### src/rtl/error_weight_scheduler.sv
// Phase-error driven loop-state scheduler: tracks acquisition/lock quality and selects combiner weights.
// Optional build macro LOCK_LOSS_FILTER_EN requires LOSS_SAMPLES consecutive bad samples before dropping lock.
module error_weight_scheduler #(
    parameter int ERROR_WIDTH  = 8,
    parameter int WEIGHT_WIDTH = 3,
    parameter int ACQ_THRESH   = 16,
    parameter int LOCK_THRESH  = 4,
    parameter int ACQ_SAMPLES  = 8,
    parameter int LOCK_SAMPLES = 16,
    parameter int LOSS_SAMPLES = 4
) (
    input  logic                           clk_i,
    input  logic                           reset_i,
    input  logic                           enable_i,
    input  logic                           error_valid_i,
    input  logic signed [ERROR_WIDTH-1:0]  error_comb_i,
    output logic [WEIGHT_WIDTH-1:0]        weight_0_o,
    output logic [WEIGHT_WIDTH-1:0]        weight_1_o,
    output logic [WEIGHT_WIDTH-1:0]        weight_2_o,
    output logic [WEIGHT_WIDTH-1:0]        weight_3_o,
    output logic [1:0]                     state_o,
    output logic                           locked_o,
    output logic                           lock_lost_o
);

    typedef enum logic [1:0] {
        IDLE    = 2'd0,
        ACQUIRE = 2'd1,
        TRACK   = 2'd2,
        LOCKED  = 2'd3
    } state_t;

    localparam int MAX_AL  = (ACQ_SAMPLES > LOCK_SAMPLES) ? ACQ_SAMPLES : LOCK_SAMPLES;
    localparam int MAX_CNT = (MAX_AL > LOSS_SAMPLES) ? MAX_AL : LOSS_SAMPLES;
    localparam int CNT_W   = $clog2(MAX_CNT + 1);

    localparam logic [CNT_W-1:0]       ACQ_N  = CNT_W'(ACQ_SAMPLES);
    localparam logic [CNT_W-1:0]       LOCK_N = CNT_W'(LOCK_SAMPLES);
    localparam logic [ERROR_WIDTH-1:0] ACQ_T  = ERROR_WIDTH'(ACQ_THRESH);
    localparam logic [ERROR_WIDTH-1:0] LOCK_T = ERROR_WIDTH'(LOCK_THRESH);
`ifdef LOCK_LOSS_FILTER_EN
    localparam logic [CNT_W-1:0]       LOSS_N = CNT_W'(LOSS_SAMPLES);
`endif

    localparam logic [ERROR_WIDTH-1:0] ERR_MIN = {1'b1, {(ERROR_WIDTH-1){1'b0}}};
    localparam logic [ERROR_WIDTH-1:0] ERR_MAX = {1'b0, {(ERROR_WIDTH-1){1'b1}}};

    state_t                             state_q, state_d;
    logic [CNT_W-1:0]                   cnt_q, cnt_d, cnt_inc;
    logic [3:0][WEIGHT_WIDTH-1:0]       w_q, w_d;
    logic                               locked_q, lost_q, lost_d;
    logic [ERROR_WIDTH-1:0]             err_mag;
    logic                               in_acq, in_lock;

    // Most negative code has no positive twin; clamp it to the largest magnitude.
    always_comb begin
        if (error_comb_i == ERR_MIN)
            err_mag = ERR_MAX;
        else if (error_comb_i[ERROR_WIDTH-1])
            err_mag = -error_comb_i;
        else
            err_mag = error_comb_i;
    end

    assign in_acq  = (err_mag <= ACQ_T);
    assign in_lock = (err_mag <= LOCK_T);
    assign cnt_inc = (cnt_q == {CNT_W{1'b1}}) ? cnt_q : cnt_q + 1'b1;

    always_comb begin
        state_d = state_q;
        cnt_d   = cnt_q;
        lost_d  = 1'b0;
        if (!enable_i) begin
            state_d = IDLE;
            cnt_d   = '0;
        end else begin
            case (state_q)
                IDLE: begin
                    state_d = ACQUIRE;
                    cnt_d   = '0;
                end
                ACQUIRE: if (error_valid_i) begin
                    if (!in_acq) begin
                        cnt_d = '0;
                    end else if (cnt_inc >= ACQ_N) begin
                        state_d = TRACK;
                        cnt_d   = '0;
                    end else begin
                        cnt_d = cnt_inc;
                    end
                end
                TRACK: if (error_valid_i) begin
                    if (!in_acq) begin
                        state_d = ACQUIRE;
                        cnt_d   = '0;
                    end else if (!in_lock) begin
                        cnt_d = '0;
                    end else if (cnt_inc >= LOCK_N) begin
                        state_d = LOCKED;
                        cnt_d   = '0;
                    end else begin
                        cnt_d = cnt_inc;
                    end
                end
                LOCKED: if (error_valid_i) begin
`ifdef LOCK_LOSS_FILTER_EN
                    // In LOCKED the run counter counts consecutive out-of-window samples.
                    if (in_acq) begin
                        cnt_d = '0;
                    end else if (cnt_inc >= LOSS_N) begin
                        state_d = ACQUIRE;
                        cnt_d   = '0;
                        lost_d  = 1'b1;
                    end else begin
                        cnt_d = cnt_inc;
                    end
`else
                    if (!in_acq) begin
                        state_d = ACQUIRE;
                        cnt_d   = '0;
                        lost_d  = 1'b1;
                    end
`endif
                end
                default: begin
                    state_d = IDLE;
                    cnt_d   = '0;
                end
            endcase
        end
    end

    always_comb begin
        w_d = '0;
        case (state_d)
            ACQUIRE: w_d = {WEIGHT_WIDTH'(4), WEIGHT_WIDTH'(4), WEIGHT_WIDTH'(0), WEIGHT_WIDTH'(0)};
            TRACK:   w_d = {WEIGHT_WIDTH'(2), WEIGHT_WIDTH'(2), WEIGHT_WIDTH'(2), WEIGHT_WIDTH'(2)};
            LOCKED:  w_d = {WEIGHT_WIDTH'(1), WEIGHT_WIDTH'(1), WEIGHT_WIDTH'(1), WEIGHT_WIDTH'(1)};
            default: w_d = '0;
        endcase
    end

    always_ff @(posedge clk_i) begin
        if (reset_i) begin
            state_q  <= IDLE;
            cnt_q    <= '0;
            w_q      <= '0;
            locked_q <= 1'b0;
            lost_q   <= 1'b0;
        end else begin
            state_q  <= state_d;
            cnt_q    <= cnt_d;
            w_q      <= w_d;
            locked_q <= (state_d == LOCKED);
            lost_q   <= lost_d;
        end
    end

    assign weight_0_o  = w_q[3];
    assign weight_1_o  = w_q[2];
    assign weight_2_o  = w_q[1];
    assign weight_3_o  = w_q[0];
    assign state_o     = state_q;
    assign locked_o    = locked_q;
    assign lock_lost_o = lost_q;

endmodule
### config.mk
export PLATFORM = sky130hd
export DESIGN_NAME = error_weight_scheduler
export DESIGN_NICKNAME = d
export VERILOG_FILES = /design/src/rtl/error_weight_scheduler.sv
export SDC_FILE = /design/constraint.sdc
export NUM_CORES = 1
export LEC_CHECK = 0
export ABC_AREA = 1
export ABC_CLOCK_PERIOD_IN_PS = 2000
export CAP_MARGIN = 20
export CORE_UTILIZATION = 33
export CTS_CLUSTER_SIZE = 20
export DETAILED_ROUTE_END_ITERATION = 7
export PLACE_DENSITY = 0.7
export RECOVER_POWER = 100
export SYNTH_ARGS = -nofsm -noshare
export SYNTH_HDL_FRONTEND = slang
export SYNTH_SLANG_ARGS = --single-unit
### constraint.sdc
create_clock -name clk_i -period 2 [get_ports clk_i]
set_input_delay 0.3 -clock clk_i [delete_from_list [all_inputs] [get_ports clk_i]]
set_output_delay 0.3 -clock clk_i [all_outputs]
set_load 0.05 [all_outputs]
Yosys cells after proc, flatten, opt, wreduce, memory -nomap -nowiden
Cells that the tools add are included.
{ "totals": {"input_bits": 12, "regBits": 21} }
{ "op_classes": {"n_addsub": 2, "order_cmp": 4, "n_reduce_logical": 4, "n_mux": 26, "n_eq_ne": 12, "n_bitwise": 3} }
{ "ops": {"columns": ["operator", "count"], "rows": [
  ["$mux 5", 10],
  ["$pmux 12 s3", 1],
  ["$mux 2", 10],
  ["$pmux 5 s4", 1],
  ["$mux 8", 2],
  ["$eq 2x2->1 const B", 4],
  ["$eq 8x8->1 const B", 1],
  ["$le 8x3->1 const B", 1],
  ["$le 8x5->1 const B", 1],
  ["$ne 2x2->1 const B", 4],
  ["$neg 8->8", 1],
  ["$pmux 2 s4", 1],
  ["$add 5x1->5 const B", 1],
  ["$eq 5x5->1 const B", 1],
  ["$ge 5x4->1 const B", 1],
  ["$ge 5x5->1 const B", 1],
  ["$eq 2x1->1 const B", 2],
  ["$reduce_and 4->1", 1],
  ["$reduce_or 4->1", 1],
  ["$not 1->1", 3],
  ["$logic_not 2->1", 1],
  ["$reduce_or 2->1", 1],
  ["$mux 1", 1]
]} }

Depth between registers and ports, before layout
{ "logic_depth": {"depth_word": 11, "depth_mapped": 19, "depth_no_buf": 19} }

Worst setup path after synthesis
No wires, ideal clock.
{ "synth_timing": {"path_type": "register to register", "start": "register state_q[0], in the netlist state_o[0]", "end": "register cnt_q[0]", "path_stages_with_launch": 8, "slack_ns": 0.174, "synth_period_minus_slack_ns": 1.826, "setup_time_ns": 0.066, "t_arrival_ns": 1.760, "path_cell_list": "dfxtp_1 inv_1 ha_1 o21ai_0 nand4_2 nor2_2 nand2_1 a21oi_2"} }
{ "synth_between": {"elab_chain_len": 3} }
{ "synth_lines": {"columns": ["item", "line", "source"], "rows": [
  ["start: declaration", "48", "state_t state_q, state_d;"],
  ["start signal: assignment", "151", "state_q <= state_d;"],
  ["$eq 2x2->1 / $eq 2x1->1 (equally long branches)", "77", "case (state_q)"],
  ["$ne 2x2->1 (no source line)", null, null],
  ["$reduce_and 4->1 (no source line)", null, null],
  ["end signal: assignment", "152", "cnt_q <= cnt_d;"],
  ["end: declaration", "49", "logic [CNT_W-1:0] cnt_q, cnt_d, cnt_inc;"]
]} }
Parallel ways exist; a longest one is shown, timed or not.
A chain may end at the register's enable or synchronous reset.

Worst setup path after layout
{ "layout_timing": {"start": "register state_q[0], in the netlist state_o[0]", "end": "output state_o[0]"} }
{ "layout_rtl": {"columns": ["item", "line", "source"], "rows": [
  ["end: declaration", "21", "output logic [1:0] state_o,"]
]} }
No word-level cell between the ends.

==> results.tsv <==
metric	value	unit
outcome	finished clean	
final std cells w/o fill	243	
crit path time final	1.862	ns
area leader, netlist	dfxtp_1	
TritonCTS clock tree	built	
# rows	20	
Setup Viol. Count Final	0	
Fin Hold WS	0.4405	ns
IO Count	28	
Mapped Area	1044	sq um
vias per inst	4.383	
Fin. Hold Viols	0	
Die Wd	58.23	um
Commonest cells post-synth	nand2_1, inv_1, nor2_1, nand3_1, dfxtp_1	
count leader, synth	nand2_1	
post-synthesis mux area share	0.009592	
max-cap viol count	0	
Least-Margin Pin Slew	0.5001	ns
grt ovf	0	
Worst setup SP type	flop	
Yosys reg bits	11	
post-synthesis adder-cell area fraction	0.07194	
Cell Chain, Critical Path	clkdlybuf4s50_1	
VDD IR-drop max	0.4264	mV
asr flop ratio synth	0	
total CTS buffers	3	
1st-iter DRT viols	24	
Clock Tree Buf Depth	2	
share of the synthesized area in the top cell type	0.2110	
Remaining DRCs	0	
Syn. warnings	0	
Worst EP required	1.70	ns
H-tree levels	1	
multi-input logic area	664.4	sq um
# diodes	0	
synth unique cells	24	
Slowest-stage cell, CP	clkdlybuf4s50_1	
share of layout cells above drive strength 1	0.1759	
Pwr Density	369.2	nW/um^2
register area	220.2	sq um
max-slew violation count	0	
vias	1065	
Hold Buf Count CTS	0	
CTS Root Buffer Type	clkbuf_4	
first-pass GRT wire length	3436	um
fraction of synthesized cell area in xor and xnor cells	0.02518	
Post-DP HPWL	1638	um
Crit Path Max Fanout	7	
Post-CTS Setup Inserts	0	
CP endpoint kind	output port	
DRT Pass-1 Iters	4	
Simple-Gate Fraction of Synth Area	0.4400	
Final WS setup	0.1381	ns
Fillers	316	
slowest stage delay, CP	0.84	ns
Top delay family on crit path	buffers and inverters	
EDFF count, synth	0	
initial core utilization	0.3446	
nets@finish	218	
fin crit share	0.9310	
sequential element share of the synthesized area	0.2110	
Flop pwr share	0.433	
Inst Count DP	239	
Layout area overhead	34.05	%
post-route setup TNS	0	ns
Routability Congestion	0.9014	
DIE AREA	3391	sq um
final antenna-violating net count	0	
initial antenna violation count	0	
Routed wire per std cell	8.214	um
CP arrival	1.56	ns
Post-synth top flop	dfxtp_1	
top post-synthesis cells by area	dfxtp_1, nand2_1, inv_1	
compound-gate portion of the synthesized area	0.05516	
Worst Path Class, Setup	reg -> out	
Logic pwr share	0.277	
switching power	0.0001600	W
number of global-route vias before repair	922	
Die Ht	58.23	um
worst rel slew slack	0.6655	
Worst-Skew Late Latency	0.27	ns
PostCTS Resize Cnt	0	
total clock sinks	11	
Total GRT Usage	0.1292	
largest net degree at the start of global routing	13	
worst hold path type	reg -> reg	
Achievable Freq	0.5371	GHz
Avg Cell Area, Syn	6.102	sq um
Clock power frac	0.289	
pre-CTS WS	-0.2463	ns
PortBufs	25	
P_leak	0.7500	nW
sw frac	0.3098	
WL final	1996	um
CORE AREA	3028	sq um
Clock Skews	0.01102	ns
Cells after Synth	171	
main combinational cell family by area after synthesis	simple AND/OR/NAND/NOR gates	
Int Power	0.0003564	W
RSZ-0062 raised after global routing	no	
Critical path buffers and inverters	1	
clock-pin slew on the worst setup and hold paths	0.07	ns
final timing paths:
check | from | to | slack, ns | cells after the start
max | state_o[0] | state_o[0] | 0.14 | 1
min | cnt_q[4] | cnt_q[4] | 0.44 | 2
max reg2reg | state_o[0] | cnt_q[3] | 0.26 | 6
min reg2reg | cnt_q[4] | cnt_q[4] | 0.44 | 2
area by class of cell:
| class | instances | area share |
|---|---|---|
| Multi-Input combinational cell | 122 | 0.4750 |
| Timing Repair Buffer | 34 | 0.2343 |
| Sequential cell | 11 | 0.1574 |
| Inverter | 28 | 0.07513 |
| Tap cell | 44 | 0.03936 |
| Clock buffer | 4 | 0.01878 |
flip-flops by register name (all words and copies together) (netlist names):
signal,flops
weight_1_o,3
cnt_q,5
lock_lost_o,1
state_o,2
stage by stage:
step	power (W)	util	cell area, sq um
floorplan	0.0003185	-	1047
global placement	0.0003683	0.4405	1334
detailed placement	0.0003689	0.4405	1334
CTS	0.0005219	0.4492	1360
global route	0.0005535	0.4620	1399
finish	0.0005164	0.4620	1399
metal layers:
metal,routed length (um),part of all wire,global-route usage,up-vias
met2,959,0.48,0.2167,20
met4,10,0.0050,0.03061,0
li1,-,-,-,568
met3,68,0.034,0.04688,2
met5,0,0,0,-
met1,958,0.48,0.1572,475
power by group through the flow:
stage | Sequential [W] | Clock (W) | Combinational (W)
6_report | 0.000224 | 0.000149 | 0.000143
5_1_grt | 0.000224 | 0.000169 | 0.000160
4_1_cts | 0.000224 | 0.000157 | 0.000141
3_5_place_dp | 0.000229 | 0 | 0.000140
3_3_place_gp | 0.000229 | 0 | 0.000139
2_1_floorplan | 0.000237 | 0 | 0.0000818
logic make-up after synthesis:
family,Yosys count
simple gates,100
flops,11
fa+ha+maj,6
compound gates,10
other cells,1
xor+xnor,3
buf+inv,39
mux,1
placed cells by master (no fill, tap or decap), drive strengths merged:
cell	count
a21oi	7
buf	9
clkbuf	4
clkdlybuf4s50	8
clkinv	1
conb	2
dfxtp	11
dlygate4sd3	13
dlymetal6s2s	4
ha	6
inv	27
mux2i	1
nand2	53
nand3	15
nand4	4
nor2	26
nor3	1
o21ai	3
or2	1
xnor2	2
xor2	1
(Power assumes the default switching activity.)
